File: config.mk
export PLATFORM = sky130hd
export DESIGN_NAME = ahb_lite_cmd_master_flat
export DESIGN_NICKNAME = d
export VERILOG_FILES = /design/src/rtl/ahb_lite_pkg.sv /design/src/rtl/ahb_lite_cmd_master_if.sv /design/src/rtl/ahb_master_rsp_fifo.sv /design/src/rtl/ahb_lite_cmd_master.sv /design/src/flat_wrapper.sv
export SDC_FILE = /design/constraint.sdc
export NUM_CORES = 1
export LEC_CHECK = 0
export CORE_MARGIN = 5
export CORE_UTILIZATION = 30
export DETAILED_ROUTE_END_ITERATION = 16
export PLACE_DENSITY_LB_ADDON = 0.2
export SLEW_MARGIN = 20
export SYNTH_ARGS = -nofsm -noshare
export SYNTH_HDL_FRONTEND = slang
export SYNTH_SLANG_ARGS = --single-unit
export TNS_END_PERCENT = 20
File: constraint.sdc
create_clock -name HCLK -period 3.25 [get_ports HCLK]
set_input_delay 0.4875 -clock HCLK [delete_from_list [all_inputs] [get_ports HCLK]]
set_output_delay 0.4875 -clock HCLK [all_outputs]
set_load 0.02 [all_outputs]
File: src/rtl/ahb_lite_pkg.sv
// Shared AHB-Lite encodings, response record and alignment helper.
package ahb_lite_pkg;

  localparam logic [1:0] HTRANS_IDLE   = 2'b00;
  localparam logic [1:0] HTRANS_NONSEQ = 2'b10;

  localparam logic [2:0] HSIZE_BYTE    = 3'b000;
  localparam logic [2:0] HSIZE_HALF    = 3'b001;
  localparam logic [2:0] HSIZE_WORD    = 3'b010;

  localparam logic [2:0] HBURST_SINGLE = 3'b000;

  typedef struct packed {
    logic        write;
    logic        err;
    logic [31:0] rdata;
  } ahb_rsp_t;

  // True when size is a legal encoding (byte/half/word) and addr is naturally aligned to it.
  function automatic logic size_aligned(input logic [31:0] addr, input logic [2:0] size);
    logic [31:0] mask;
    logic        legal;
    legal = 1'b1;
    mask  = '0;
    case (size)
      HSIZE_BYTE: mask = 32'd0;
      HSIZE_HALF: mask = 32'd1;
      HSIZE_WORD: mask = 32'd3;
      default:    legal = 1'b0;
    endcase
    return legal && ((addr & mask) == 32'd0);
  endfunction

endpackage

File: src/rtl/ahb_lite_cmd_master_if.sv
// Command, response and AHB-Lite bus signals of the command master.
interface ahb_lite_cmd_master_if;

  logic        cmd_valid;
  logic        cmd_ready;
  logic        cmd_write;
  logic [31:0] cmd_addr;
  logic [2:0]  cmd_size;
  logic [31:0] cmd_wdata;

  logic        rsp_valid;
  logic        rsp_ready;
  logic        rsp_write;
  logic        rsp_err;
  logic [31:0] rsp_rdata;

  logic        busy;

  logic [31:0] HADDR;
  logic        HWRITE;
  logic [2:0]  HSIZE;
  logic [1:0]  HTRANS;
  logic [2:0]  HBURST;
  logic [3:0]  HPROT;
  logic        HMASTLOCK;
  logic [31:0] HWDATA;
  logic [31:0] HRDATA;
  logic        HREADY;
  logic        HRESP;

  modport master (
    input  cmd_valid, cmd_write, cmd_addr, cmd_size, cmd_wdata, rsp_ready,
           HRDATA, HREADY, HRESP,
    output cmd_ready, rsp_valid, rsp_write, rsp_err, rsp_rdata, busy,
           HADDR, HWRITE, HSIZE, HTRANS, HBURST, HPROT, HMASTLOCK, HWDATA
  );

  modport slave (
    output cmd_valid, cmd_write, cmd_addr, cmd_size, cmd_wdata, rsp_ready,
           HRDATA, HREADY, HRESP,
    input  cmd_ready, rsp_valid, rsp_write, rsp_err, rsp_rdata, busy,
           HADDR, HWRITE, HSIZE, HTRANS, HBURST, HPROT, HMASTLOCK, HWDATA
  );

endinterface

File: src/rtl/ahb_master_rsp_fifo.sv
// In-order response FIFO; the master's credit rule keeps it from ever overflowing.
module ahb_master_rsp_fifo
  import ahb_lite_pkg::*;
#(
  parameter int unsigned DEPTH = 4
) (
  input  logic                     clk,
  input  logic                     rst,
  input  logic                     push,
  input  ahb_rsp_t                 push_data,
  input  logic                     pop,
  output ahb_rsp_t                 pop_data,
  output logic                     not_empty,
  output logic [$clog2(DEPTH):0]   count
);

  localparam int unsigned PtrW = $clog2(DEPTH);

  ahb_rsp_t           mem_q [DEPTH];
  logic [PtrW-1:0]    wr_ptr_q, wr_ptr_d;
  logic [PtrW-1:0]    rd_ptr_q, rd_ptr_d;
  logic [PtrW:0]      count_q, count_d;
  logic               do_push;
  logic               do_pop;

  // Qualify push/pop against full/empty and advance pointers and occupancy.
  always_comb begin
    do_push  = push && (count_q != (PtrW + 1)'(DEPTH));
    do_pop   = pop && (count_q != '0);
    wr_ptr_d = do_push ? wr_ptr_q + 1'b1 : wr_ptr_q;
    rd_ptr_d = do_pop ? rd_ptr_q + 1'b1 : rd_ptr_q;
    count_d  = count_q;
    case ({do_push, do_pop})
      2'b10:   count_d = count_q + 1'b1;
      2'b01:   count_d = count_q - 1'b1;
      default: count_d = count_q;
    endcase
  end

  // Pointer and occupancy registers.
  always_ff @(posedge clk) begin
    if (rst) begin
      wr_ptr_q <= '0;
      rd_ptr_q <= '0;
      count_q  <= '0;
    end else begin
      wr_ptr_q <= wr_ptr_d;
      rd_ptr_q <= rd_ptr_d;
      count_q  <= count_d;
    end
  end

  // Storage needs no reset; entries are only visible once counted.
  always_ff @(posedge clk) begin
    if (do_push && !rst) begin
      mem_q[wr_ptr_q] <= push_data;
    end
  end

  assign pop_data  = mem_q[rd_ptr_q];
  assign not_empty = (count_q != '0);
  assign count     = count_q;

endmodule

File: src/rtl/ahb_lite_cmd_master.sv
// AHB-Lite initiator: one SINGLE transfer per command, pipelined address/data phases,
// in-order buffered responses.
module ahb_lite_cmd_master
  import ahb_lite_pkg::*;
#(
  parameter int unsigned RSP_DEPTH = 4,
  parameter logic [3:0]  HPROT_VAL = 4'b0011
) (
  input logic                   HCLK,
  input logic                   RESET,
  ahb_lite_cmd_master_if.master bus
);

  localparam int unsigned CntW = $clog2(RSP_DEPTH) + 2;

  // Address-phase slot.
  logic        ap_valid_q, ap_valid_d;
  logic        ap_bad_q, ap_bad_d;
  logic        ap_write_q, ap_write_d;
  logic [31:0] ap_addr_q, ap_addr_d;
  logic [2:0]  ap_size_q, ap_size_d;
  logic [31:0] ap_wdata_q, ap_wdata_d;

  // Data-phase slot.
  logic        dp_valid_q, dp_valid_d;
  logic        dp_bad_q, dp_bad_d;
  logic        dp_write_q, dp_write_d;
  logic [31:0] dp_wdata_q, dp_wdata_d;

  logic                      cmd_ready;
  logic                      accept;
  logic                      complete;
  logic [CntW-1:0]           inflight;
  logic [$clog2(RSP_DEPTH):0] fifo_count;
  logic                      fifo_not_empty;
  ahb_rsp_t                  push_rsp;
  ahb_rsp_t                  head_rsp;

  // A FIFO pop in the same cycle deliberately does not free a credit.
  assign inflight  = CntW'(ap_valid_q) + CntW'(dp_valid_q) + CntW'(fifo_count);
  assign cmd_ready = bus.HREADY && (inflight < CntW'(RSP_DEPTH)) && !RESET;
  assign accept    = bus.cmd_valid && cmd_ready;
  assign complete  = dp_valid_q && bus.HREADY;

  // Slot advance on HREADY; everything holds while the slave stalls.
  always_comb begin
    ap_valid_d = ap_valid_q;
    ap_bad_d   = ap_bad_q;
    ap_write_d = ap_write_q;
    ap_addr_d  = ap_addr_q;
    ap_size_d  = ap_size_q;
    ap_wdata_d = ap_wdata_q;
    dp_valid_d = dp_valid_q;
    dp_bad_d   = dp_bad_q;
    dp_write_d = dp_write_q;
    dp_wdata_d = dp_wdata_q;
    if (bus.HREADY) begin
      dp_valid_d = ap_valid_q;
      dp_bad_d   = ap_bad_q;
      dp_write_d = ap_write_q;
      dp_wdata_d = (ap_valid_q && ap_write_q && !ap_bad_q) ? ap_wdata_q : '0;
      if (accept) begin
        ap_valid_d = 1'b1;
        ap_bad_d   = !size_aligned(bus.cmd_addr, bus.cmd_size);
        ap_write_d = bus.cmd_write;
        ap_addr_d  = bus.cmd_addr;
        ap_size_d  = bus.cmd_size;
        ap_wdata_d = bus.cmd_wdata;
      end else begin
        // HADDR/HSIZE keep their last value; only the transfer qualifiers drop.
        ap_valid_d = 1'b0;
        ap_bad_d   = 1'b0;
        ap_write_d = 1'b0;
        ap_wdata_d = '0;
      end
    end
  end

  // Slot registers with synchronous reset; in-flight work is discarded.
  always_ff @(posedge HCLK) begin
    if (RESET) begin
      ap_valid_q <= 1'b0;
      ap_bad_q   <= 1'b0;
      ap_write_q <= 1'b0;
      ap_addr_q  <= '0;
      ap_size_q  <= '0;
      ap_wdata_q <= '0;
      dp_valid_q <= 1'b0;
      dp_bad_q   <= 1'b0;
      dp_write_q <= 1'b0;
      dp_wdata_q <= '0;
    end else begin
      ap_valid_q <= ap_valid_d;
      ap_bad_q   <= ap_bad_d;
      ap_write_q <= ap_write_d;
      ap_addr_q  <= ap_addr_d;
      ap_size_q  <= ap_size_d;
      ap_wdata_q <= ap_wdata_d;
      dp_valid_q <= dp_valid_d;
      dp_bad_q   <= dp_bad_d;
      dp_write_q <= dp_write_d;
      dp_wdata_q <= dp_wdata_d;
    end
  end

  // Completed data phase becomes a response; writes and illegal commands return zero data.
  always_comb begin
    push_rsp.write = dp_write_q;
    push_rsp.err   = bus.HRESP || dp_bad_q;
    push_rsp.rdata = (dp_write_q || dp_bad_q) ? 32'd0 : bus.HRDATA;
  end

  ahb_master_rsp_fifo #(
    .DEPTH (RSP_DEPTH)
  ) u_rsp_fifo (
    .clk       (HCLK),
    .rst       (RESET),
    .push      (complete),
    .push_data (push_rsp),
    .pop       (fifo_not_empty && bus.rsp_ready),
    .pop_data  (head_rsp),
    .not_empty (fifo_not_empty),
    .count     (fifo_count)
  );

  // Illegal commands occupy their slot but never show NONSEQ on the bus.
  assign bus.HTRANS    = (ap_valid_q && !ap_bad_q) ? HTRANS_NONSEQ : HTRANS_IDLE;
  assign bus.HADDR     = ap_addr_q;
  assign bus.HWRITE    = ap_write_q;
  assign bus.HSIZE     = ap_size_q;
  assign bus.HBURST    = HBURST_SINGLE;
  assign bus.HPROT     = HPROT_VAL;
  assign bus.HMASTLOCK = 1'b0;
  assign bus.HWDATA    = dp_wdata_q;

  assign bus.cmd_ready = cmd_ready;
  assign bus.rsp_valid = fifo_not_empty;
  assign bus.rsp_write = head_rsp.write;
  assign bus.rsp_err   = head_rsp.err;
  assign bus.rsp_rdata = head_rsp.rdata;
  assign bus.busy      = ap_valid_q || dp_valid_q || fifo_not_empty;

endmodule
File: src/flat_wrapper.sv
// flat-port wrapper written by rule: the top's interface ports become plain ports
module ahb_lite_cmd_master_flat import ahb_lite_pkg::*;
#(
  parameter int unsigned RSP_DEPTH = 4,
  parameter logic [3:0]  HPROT_VAL = 4'b0011
)
  (HCLK, RESET, bus_cmd_valid, bus_cmd_write, bus_cmd_addr, bus_cmd_size, bus_cmd_wdata, bus_rsp_ready, bus_HRDATA, bus_HREADY, bus_HRESP, bus_cmd_ready, bus_rsp_valid, bus_rsp_write, bus_rsp_err, bus_rsp_rdata, bus_busy, bus_HADDR, bus_HWRITE, bus_HSIZE, bus_HTRANS, bus_HBURST, bus_HPROT, bus_HMASTLOCK, bus_HWDATA);
  ahb_lite_cmd_master_if bus_i ();
  input logic HCLK;
  input logic RESET;
  input wire logic [$bits(bus_i.cmd_valid)-1:0] bus_cmd_valid;
  input wire logic [$bits(bus_i.cmd_write)-1:0] bus_cmd_write;
  input wire logic [$bits(bus_i.cmd_addr)-1:0] bus_cmd_addr;
  input wire logic [$bits(bus_i.cmd_size)-1:0] bus_cmd_size;
  input wire logic [$bits(bus_i.cmd_wdata)-1:0] bus_cmd_wdata;
  input wire logic [$bits(bus_i.rsp_ready)-1:0] bus_rsp_ready;
  input wire logic [$bits(bus_i.HRDATA)-1:0] bus_HRDATA;
  input wire logic [$bits(bus_i.HREADY)-1:0] bus_HREADY;
  input wire logic [$bits(bus_i.HRESP)-1:0] bus_HRESP;
  output wire logic [$bits(bus_i.cmd_ready)-1:0] bus_cmd_ready;
  output wire logic [$bits(bus_i.rsp_valid)-1:0] bus_rsp_valid;
  output wire logic [$bits(bus_i.rsp_write)-1:0] bus_rsp_write;
  output wire logic [$bits(bus_i.rsp_err)-1:0] bus_rsp_err;
  output wire logic [$bits(bus_i.rsp_rdata)-1:0] bus_rsp_rdata;
  output wire logic [$bits(bus_i.busy)-1:0] bus_busy;
  output wire logic [$bits(bus_i.HADDR)-1:0] bus_HADDR;
  output wire logic [$bits(bus_i.HWRITE)-1:0] bus_HWRITE;
  output wire logic [$bits(bus_i.HSIZE)-1:0] bus_HSIZE;
  output wire logic [$bits(bus_i.HTRANS)-1:0] bus_HTRANS;
  output wire logic [$bits(bus_i.HBURST)-1:0] bus_HBURST;
  output wire logic [$bits(bus_i.HPROT)-1:0] bus_HPROT;
  output wire logic [$bits(bus_i.HMASTLOCK)-1:0] bus_HMASTLOCK;
  output wire logic [$bits(bus_i.HWDATA)-1:0] bus_HWDATA;
  assign bus_i.cmd_valid = bus_cmd_valid;
  assign bus_i.cmd_write = bus_cmd_write;
  assign bus_i.cmd_addr = bus_cmd_addr;
  assign bus_i.cmd_size = bus_cmd_size;
  assign bus_i.cmd_wdata = bus_cmd_wdata;
  assign bus_i.rsp_ready = bus_rsp_ready;
  assign bus_i.HRDATA = bus_HRDATA;
  assign bus_i.HREADY = bus_HREADY;
  assign bus_i.HRESP = bus_HRESP;
  assign bus_cmd_ready = bus_i.cmd_ready;
  assign bus_rsp_valid = bus_i.rsp_valid;
  assign bus_rsp_write = bus_i.rsp_write;
  assign bus_rsp_err = bus_i.rsp_err;
  assign bus_rsp_rdata = bus_i.rsp_rdata;
  assign bus_busy = bus_i.busy;
  assign bus_HADDR = bus_i.HADDR;
  assign bus_HWRITE = bus_i.HWRITE;
  assign bus_HSIZE = bus_i.HSIZE;
  assign bus_HTRANS = bus_i.HTRANS;
  assign bus_HBURST = bus_i.HBURST;
  assign bus_HPROT = bus_i.HPROT;
  assign bus_HMASTLOCK = bus_i.HMASTLOCK;
  assign bus_HWDATA = bus_i.HWDATA;
  ahb_lite_cmd_master #(.RSP_DEPTH(RSP_DEPTH), .HPROT_VAL(HPROT_VAL)) u_core (.HCLK(HCLK), .RESET(RESET), .bus(bus_i));
endmodule
# Yosys cells after proc, flatten, opt, wreduce, memory -nomap -nowiden

Memories as Yosys holds them, arrays and structs flattened. A register that Yosys moved wholly into a read port is not among the register bits.
Index checks and enable logic that the tools add are counted.

Add/subtract/negate cells: 6
Order comparisons: 1
Equal/unequal tests: 5
Mux-type cells: 18
Bitwise logic cells: 1
Reduce and logical (&&, ||, !) cells: 25

Operators by type and width:

| kind                                                 | number |
|---|---|
| two-way mux 32 bit                                   | 5 |
| AND 32 bit                                           | 1 |
| zero test 32 bit                                     | 1 |
| logical AND 1 bit                                    | 12 |
| two-way mux 1 bit                                    | 8 |
| two-way mux 2 bit                                    | 3 |
| one-hot mux 3 bit (2 select lines)                   | 1 |
| adder 2 x 1 -> 2 bit (second input constant)         | 2 |
| adder 4 x 3 -> 4 bit                                 | 1 |
| logical OR 1 bit                                     | 4 |
| < comparator 4 x 3 -> 1 bit (second input constant)  | 1 |
| one-hot mux 2 bit (2 select lines)                   | 1 |
| adder 3 x 1 -> 3 bit (second input constant)         | 1 |
| equality test 3 x 1 -> 1 bit (second input constant) | 1 |
| equality test 3 x 2 -> 1 bit (second input constant) | 1 |
| zero test 1 bit                                      | 3 |
| zero test 3 bit                                      | 1 |
| != test 3 bit (second input constant)                | 1 |
| nonzero test 3 bit                                   | 1 |
| OR reduction 3 bit                                   | 1 |
| subtractor 3 x 1 -> 3 bit (second input constant)    | 1 |
| adder 1 x 1 -> 2 bit                                 | 1 |
| equality test 2 x 1 -> 1 bit (second input constant) | 1 |
| equality test 2 bit (second input constant)          | 1 |
| other kinds (2)                                      | 2 |

Bits in registers: 112
Bits in writable memories: 136
Bits of input ports: 106
Word-level logic and storage cells: 70
Memories: 1

Memories:

| name                    | words | bits a word | rd ports | clocked after Yosys merged registers in | write ports | RTL line                  | text |
|---|---|---|---|---|---|---|---|
| u_core.u_rsp_fifo.mem_q | 4     | 34          | 1        | 1                                       | 1           | ahb_master_rsp_fifo.sv:19 | `ahb_rsp_t mem_q [DEPTH];` |

# Depth between registers and ports, before layout

Gate-level depths: netlist of the first run.

Depth after elaboration: 13
Mapped depth: 9
Depth with buffers taken out: 8

# By module

A second synthesis of the first run with hierarchy kept.

Cell total of the unflattened synthesis: 635
Area total of the unflattened synthesis: 9673.0 µm²

By module, submodules not included:

| module              | times used | cells an instance | area each (µm²) | sequential area each (µm²) |
|---|---|---|---|---|
| ahb_master_rsp_fifo | 1          | 229               | 5429.0          | 4264.1 |
| ahb_lite_cmd_master | 1          | 406               | 4244.1          | 2102.0 |

# Worst setup path after synthesis of the first run

No wires, ideal clock.

Path type: input port to flip-flop
Start point: input bus_HREADY
End point: memory u_core.u_rsp_fifo.mem_q[0][0] (netlist name), enable pin
Setup time: 394 ps
Data arrival time: 2013 ps
Data required time: 2856 ps
Path slack: 843 ps
Stages: 4
Cell sequence: clkbuf_1 nand2_1 nor3_1 and2_1

Word-level cells in the longest chain between the ends: 5

Ends and longest elaborated chain:

| item                                    | RTL line                  | text |
|---|---|---|
| start: declaration                      | flat_wrapper.sv:18        | `input wire logic [$bits(bus_i.HREADY)-1:0] bus_HREADY;` |
| logical AND 1 bit                       | ahb_lite_cmd_master.sv:43 | `assign complete = dp_valid_q && bus.HREADY;` |
| logical AND 1 bit                       | ahb_master_rsp_fifo.sv:28 | `do_push = push && (count_q != (PtrW + 1)'(DEPTH));` |
| logical AND 1 bit                       | ahb_master_rsp_fifo.sv:55 | `if (do_push && !rst) begin` |
| two-way mux 1 bit                       | ahb_master_rsp_fifo.sv:55 |  |
| two-way mux 1 bit (not written as such) | ahb_master_rsp_fifo.sv:56 | `mem_q[wr_ptr_q] <= push_data;` |
| end: declaration                        | ahb_master_rsp_fifo.sv:19 |  |

No other way between the ends.

==> impl_metrics.toml, run 1 <==
[finish]
layout.area.seq_um2 = 6369
layout.nets = 970
area.growth.synth_to_final_pct = 36.99
proportion_of_layout_cells_with_a_drive_suffix_above_1_pct = 16.53
layoutNonFillerInstCount = 1281
multiInputGateArea_um2 = 2994
nFillCells = 2907

[global_routing]
via_count_of_the_first_global_routing_pass = 6161
grt_max_degree = 52
antenna_found_initial = 1
global_route.overflow_total = 0
global_route.usage.total_pct = 12.58
global_route_wire_length_before_repair_um = 35870

[min_path]
hp-class = "primary input to register"

[yosys]
synth.largest_area_cell = "sky130_fd_sc_hd__edfxtp_1"
netlist_area_um2 = 9609
synth-main-ff-cell = "sky130_fd_sc_hd__edfxtp_1"
synth.most_common_cell = "sky130_fd_sc_hd__edfxtp_1"
synth_common_cells = "sky130_fd_sc_hd__edfxtp_1, sky130_fd_sc_hd__dfxtp_1, sky130_fd_sc_hd__nor2b_1"
synth.yosys.seq_area_share_pct = 66.25
syn-instance-count = 640
postSynth.asyncResetShare_pct = 0
synth-edff-count = 136
synth_cell_types = 41
synth_top_area_share_pct = 42.50
synth_area_per_cell_um2 = 15.01
yosysWarningCount = 0
yosys_register_bits = 250
synthTopCellsByArea = "sky130_fd_sc_hd__edfxtp_1, sky130_fd_sc_hd__dfxtp_1, sky130_fd_sc_hd__mux4_2, sky130_fd_sc_hd__mux2_4, sky130_fd_sc_hd__nor2b_1"

[worst_setup_path]
timing.critical_path.to_type = "primary output"
worstSetupPathType = "register to primary output"
worst-endpoint-required_ps = 2760
timing.critical_path.from_type = "register"
worst-path-max-fanout = 25
critPathArrivalTime_ps = 2550

[timing]
post-route-period-util_pct = 93.39
max-slew-margin-rel_pct = 41.56
fmaxAchievable_ghz = 0.3295
min_period_ps = 3035
setup_violations = 0
final.setup.tns_ps = 0
pins_over_slew_limit = 0
finalHoldViolations = 0
fin_ws_ps = 214.9
hold-worst-slack_ps = 350.8
finalClockSkew_ps = 9.294
max_slew.worst_pin.slew_ps = 874.6
rsz0062_at_grt = "false"

[placed_design]
pre_cts_slack_ps = 718.7
final_replace_weighted_congestion = 0.7190
portBuffers = 211
detailed_place_hpwl_um = 14790
place.detailed.instances = 1227

[detailed_routing]
detail_route.first_pass.iterations = 4
drtIter0Drc = 281
post_drt_wl_per_cell_um = 17.85
drt-vias-per-instance = 4.472
dr_total_vias = 5729
drt_drc_violations_left = 0
totalWireLength_um = 22870
ant_nets = 0

[die]
io_pins = 221
floorplan.core_area_um2 = 31560
dieWidth_um = 189.0
initial_utilization_pct = 30.45
fp.dieH_um = 189.0
dieArea_um2 = 35710
rows = 65

[outcome]
status = "completed"

[clock_network]
tritoncts = "yes"
ctsResizeCount = 0
clock_buffers_created_by_tritoncts = 28
cts.sinks = 250
clock_latency_ps = 530
ctsLongestPathBuffers = 3
ctsHtreeMaxLevel = 1
cts_root_buffer = "sky130_fd_sc_hd__clkbuf_16"
clock_transition_at_path_regs_ps = 60
postCtsHoldBufs = 0
post_cts_buffers = 0

[power_and_ir_drop]
irDropWorstVdd_mv = 0.3034
power-per-cell-area_nw_per_um2 = 544.9
power.leakage_nw = 4.653

[job]
max_cap_violations = 0
kinds of logic after synthesis:
logic type / count (synthesis) / share of synthesized area, %
adders and majority gates: 9 / 1.250
buffers and inverters: 57 / 3.021
AOI/OAI and AO/OA: 79 / 5.547
and+or+nand+nor: 167 / 9.974
muxes: 72 / 13.52
DFF: 250 / 66.25
xor gates and xnor gates: 4 / 0.3645
other: 2 / 0.07815
cell usage in the layout, fill, tap and decap left out, types with 3 or more instances in the layout:
master                              n
sky130_fd_sc_hd__clkdlybuf4s50_1  209
sky130_fd_sc_hd__edfxtp_1         136
sky130_fd_sc_hd__dfxtp_1          112
sky130_fd_sc_hd__nor2b_1           68
sky130_fd_sc_hd__nor2_1            43
sky130_fd_sc_hd__a21oi_1           37
sky130_fd_sc_hd__mux4_2            34
sky130_fd_sc_hd__and2_1            33
sky130_fd_sc_hd__a22o_1            33
sky130_fd_sc_hd__mux2_4            29
sky130_fd_sc_hd__clkbuf_16         29
sky130_fd_sc_hd__buf_4             10
sky130_fd_sc_hd__inv_1              9
sky130_fd_sc_hd__conb_1             9
sky130_fd_sc_hd__ha_1               8
sky130_fd_sc_hd__mux2_2             6
sky130_fd_sc_hd__bufinv_16          5
sky130_fd_sc_hd__clkinv_2           5
sky130_fd_sc_hd__buf_12             5
sky130_fd_sc_hd__and2_2             4
sky130_fd_sc_hd__xor2_1             4
sky130_fd_sc_hd__clkinv_1           4
sky130_fd_sc_hd__o21ai_0            3
sky130_fd_sc_hd__mux2i_1            3
sky130_fd_sc_hd__clkinvlp_4         3
sky130_fd_sc_hd__clkinv_4           3
cell type report:
type	instances	area share [%]
inverter	9	0.2566
multi-input combinational	340	22.74
timing repair buffer	226	17.30
antenna	2	0.03802
clock inverter	22	1.920
sequential	250	48.38
tap	402	3.821
clock buffer	30	5.541
registers in the layout (all words and copies together) (netlist names), named ones only:
signal	cells
u_core.u_rsp_fifo.mem_q	136
u_core.dp_valid_q	1
u_core.dp_write_q	1
u_core.ap_wdata_q	32
u_core.u_rsp_fifo.wr_ptr_q	2
u_core.u_rsp_fifo.count	3
u_core.ap_valid_q	1
u_core.u_rsp_fifo.rd_ptr_q	2
u_core.dp_bad_q	1
u_core.bus.HADDR	32
u_core.bus.HSIZE	3
u_core.bus.HWDATA	32
u_core.bus.HWRITE	1
u_core.ap_bad_q	1
layer usage:
| metal | GRT usage, % | wire [µm] | up-vias |
|---|---|---|---|
| met5 | 0 | 0 | - |
| met4 | 2.803 | 402 | 0 |
| met3 | 5.328 | 2331 | 32 |
| met2 | 20.14 | 10380 | 185 |
| met1 | 16.00 | 9755 | 2767 |
| li1 | - | - | 2745 |
worst max-delay path: stages (launching register included):
cell                              delay [ps]
sky130_fd_sc_hd__dfxtp_2                 570
sky130_fd_sc_hd__buf_12                  290
sky130_fd_sc_hd__mux4_2                  570
sky130_fd_sc_hd__clkdlybuf4s50_1         560
report_power, final:
part / internal (mW) / switching (mW) / leakage [nW]
combinational: 0.260 / 0.202 / 2.03
clock: 2.02 / 1.28 / 0.472
sequential: 3.38 / 0.0269 / 2.15
through the flow:
stage	cell area, µm²	total power [mW]	utilization, %
finish	13160	7.173	41.72
global route	13160	7.451	41.70
CTS	13160	7.286	41.70
detailed placement	12180	3.941	38.59
global placement	12180	3.939	38.59
floorplan	9635	3.697	-
worst paths after layout:
| kind | end | startpoint | slack [ps] | cells after the start |
|---|---|---|---|---|
| hold / removal | u_core.u_rsp_fifo.wr_ptr_q[1] | bus_HREADY | 350 | 3 |
| hold reg to reg | u_core.ap_wdata_q[1] | u_core.ap_wdata_q[1] | 470 | 1 |
| setup reg to reg | u_core.bus.HADDR[20] | u_core.dp_valid_q | 850 | 5 |
| setup / recovery | bus_rsp_rdata[8] | register | 210 | 3 |
Note: power is estimated with default switching activity, not from simulation.
==> run 2: changes to the inputs <==
--- a/config.mk
+++ b/config.mk
@@ -9,6 +9,7 @@
 export CORE_UTILIZATION = 30
 export DETAILED_ROUTE_END_ITERATION = 16
 export PLACE_DENSITY_LB_ADDON = 0.2
+export SETUP_SLACK_MARGIN = 0.5
 export SLEW_MARGIN = 20
 export SYNTH_ARGS = -nofsm -noshare
 export SYNTH_HDL_FRONTEND = slang
==> run 2 against run 1 <==
Final cell count rose by 0.31%. Combinational power rose by 0.9%. Maximum frequency rose by 8.5%. Hold slack worse by 1.8 ps. Sequential cell count stayed put. Via count rose by 0.30%. Sequential power barely moved. Sequential share of layout area fell by 0.29 points. Critical endpoint is now bus_rsp_rdata[3]. Largest cell class unchanged. Highest routed layer unchanged.
==> impl_metrics.toml, run 2 (synthesis gave the netlist of run 1 again) <==
[finish]
mostFrequentLayoutCells = "sky130_fd_sc_hd__clkdlybuf4s50_1, sky130_fd_sc_hd__edfxtp_1, sky130_fd_sc_hd__dfxtp_1, sky130_fd_sc_hd__nor2b_1, sky130_fd_sc_hd__nor2_1"
layout_commonest_cell = "sky130_fd_sc_hd__clkdlybuf4s50_1"
layout.area.seq_um2 = 6374
layout.nets = 974
number_of_flip_flops_under_the_largest_register_name = 136
area.growth.synth_to_final_pct = 37.93
largest_register = "u_core.u_rsp_fifo.mem_q"
layoutNonFillerInstCount = 1285
multiInputGateArea_um2 = 2994
nFillCells = 2903
non_filler_cell_area_final_um2 = 13250
proportion_of_layout_cells_with_a_drive_suffix_above_1_pct = 16.91
layout.core_utilization_pct = 42.00

[die]
dieWidth_um = 189.0
io_pins = 221
rows = 65
floorplan.core_area_um2 = 31560
initial_utilization_pct = 30.45
dieArea_um2 = 35710
fp.dieH_um = 189.0

[global_routing]
grt_met1_usage_pct = 16.18
antenna_found_initial = 1
grt_max_degree = 52
global_route.overflow_total = 0
globalRouteMet3Util_pct = 5.328
via_count_of_the_first_global_routing_pass = 6181
global_route_wire_length_before_repair_um = 36090
top_usage_layer = "met2"
met2_usage_pct = 20.23
global_route.usage.total_pct = 12.67

[worst_setup_path]
ff2ff_setup_slack_ps = 850
worst-path-max-fanout = 12
rr_startpoint = "u_core.dp_valid_q"
worst-endpoint-required_ps = 2760
timing.critical_path.from_type = "register"
worstReg2RegEnd = "u_core.bus.HADDR[20]"
critPathArrivalTime_ps = 2310
timing.reg2reg.worst_path_depth = 5
worstSetupPathType = "register to primary output"
timing.critical_path.to_type = "primary output"

[timing]
pins_over_slew_limit = 0
final.setup.tns_ps = 0
max-slew-margin-rel_pct = 41.55
setup_violations = 0
fmaxAchievable_ghz = 0.3576
min_period_ps = 2797
rsz0062_at_grt = "true"
fin_ws_ps = 453.3
finalHoldViolations = 0
max_slew.worst_pin.slew_ps = 874.7
finalClockSkew_ps = 8.970
post-route-period-util_pct = 86.05

[clock_network]
postCtsHoldBufs = 0
ctsHtreeMaxLevel = 1
ctsLongestPathBuffers = 3
clock_buffers_created_by_tritoncts = 28
clock_latency_ps = 530
cts.sinks = 250
clock_transition_at_path_regs_ps = 60
tritoncts = "yes"
cts_root_buffer = "sky130_fd_sc_hd__clkbuf_16"

[placed_design]
post_dp_cell_area_um2 = 12180
final_replace_weighted_congestion = 0.7190
pre_cts_slack_ps = 718.7
detailed_place_hpwl_um = 14790
portBuffers = 211
place.detailed.instances = 1227

[outcome]
status = "completed"

[min_path]
timing.hold.worst_path_depth = 3
min_from = "bus_HREADY"
hold-path-endpoint = "u_core.u_rsp_fifo.wr_ptr_q[1]"
hp-class = "primary input to register"

[detailed_routing]
totalWireLength_um = 22960
drt-vias-per-instance = 4.472
ant_nets = 0
detail_route.first_pass.iterations = 4
dr_total_vias = 5746
post_drt_wl_per_cell_um = 17.87
drt_drc_violations_left = 0
drtIter0Drc = 297

[power_and_ir_drop]
switching_share_pct = 21.00
share_seq_of_total_power_pct = 47.5
irDropWorstVdd_mv = 0.3029
power-per-cell-area_nw_per_um2 = 541.1
power_spent_charging_and_discharging_nets_mw = 1.506
power.share.combinational_pct = 6.5
internal_power_mw = 5.665
power.share.clock_pct = 46.0
power.leakage_nw = 4.753

[job]
max_cap_violations = 0
-- run 2: per-stage QoR --
step / hold WS, ps / total power [mW]
3_3_place_gp: 457.9 / 3.939
2_1_floorplan: 442.5 / 3.697
3_5_place_dp: 458.7 / 3.941
4_1_cts: 311.0 / 7.288
6_report: 349.1 / 7.171
5_1_grt: 366.1 / 7.456
-- run 2: area by class of cell --
cell class                      count  share of cell area (%)
Inverter                            9                  0.2549
Timing Repair Buffer              230                   17.82
Multi-Input combinational cell    340                   22.59
Antenna cell                        2                 0.03776
Clock buffer                       30                   5.504
Tap cell                          402                   3.795
Clock inverter                     22                   1.907
Sequential cell                   250                   48.09
-- run 2: how the worst max path moves through the flow --
| stage | start | to | slack (ps) | depth (start not counted) |
|---|---|---|---|---|
| detailed placement | register | bus_rsp_rdata[8] | 720 | 3 |
| finish | register | bus_rsp_rdata[3] | 450 | 3 |
| global placement | register | bus_rsp_rdata[6] | 730 | 3 |
| CTS | register | bus_rsp_rdata[20] | 390 | 3 |
| global route | register | bus_rsp_rdata[16] | 360 | 3 |
| floorplan | bus_HREADY | u_core.u_rsp_fifo.mem_q[0][0] | 840 | 4 |
-- run 2: per-layer routing --
metal	wire, µm	share of wire (%)	vias to the layer above
li1	-	-	2753
met1	9905	43	2776
met2	10360	45	184
met3	2291	10	33
met4	402	1.8	0
met5	0	0	-
-- run 2: power groups by stage --
stage / sequential (mW) / combinational [mW] / clock, mW
after floorplan: 3.50 / 0.201 / 0
final: 3.40 / 0.466 / 3.30
after global routing: 3.41 / 0.502 / 3.55
after global placement: 3.47 / 0.466 / 0
after detailed placement: 3.47 / 0.468 / 0
after CTS: 3.40 / 0.475 / 3.41
-- run 2: worst max-delay path, stage by stage, from the launching register on --
cell                              delay [ps]
sky130_fd_sc_hd__dfxtp_4                 400
sky130_fd_sc_hd__bufbuf_16               320
sky130_fd_sc_hd__mux4_2                  500
sky130_fd_sc_hd__clkdlybuf4s50_1         550
-- run 2: timing repair --
item                                    in CTS  in global routing
buffers inserted                             3                  0
resized for setup                            7                  6
endpoints found under the setup margin      35                 30
cloned                                       1                  0
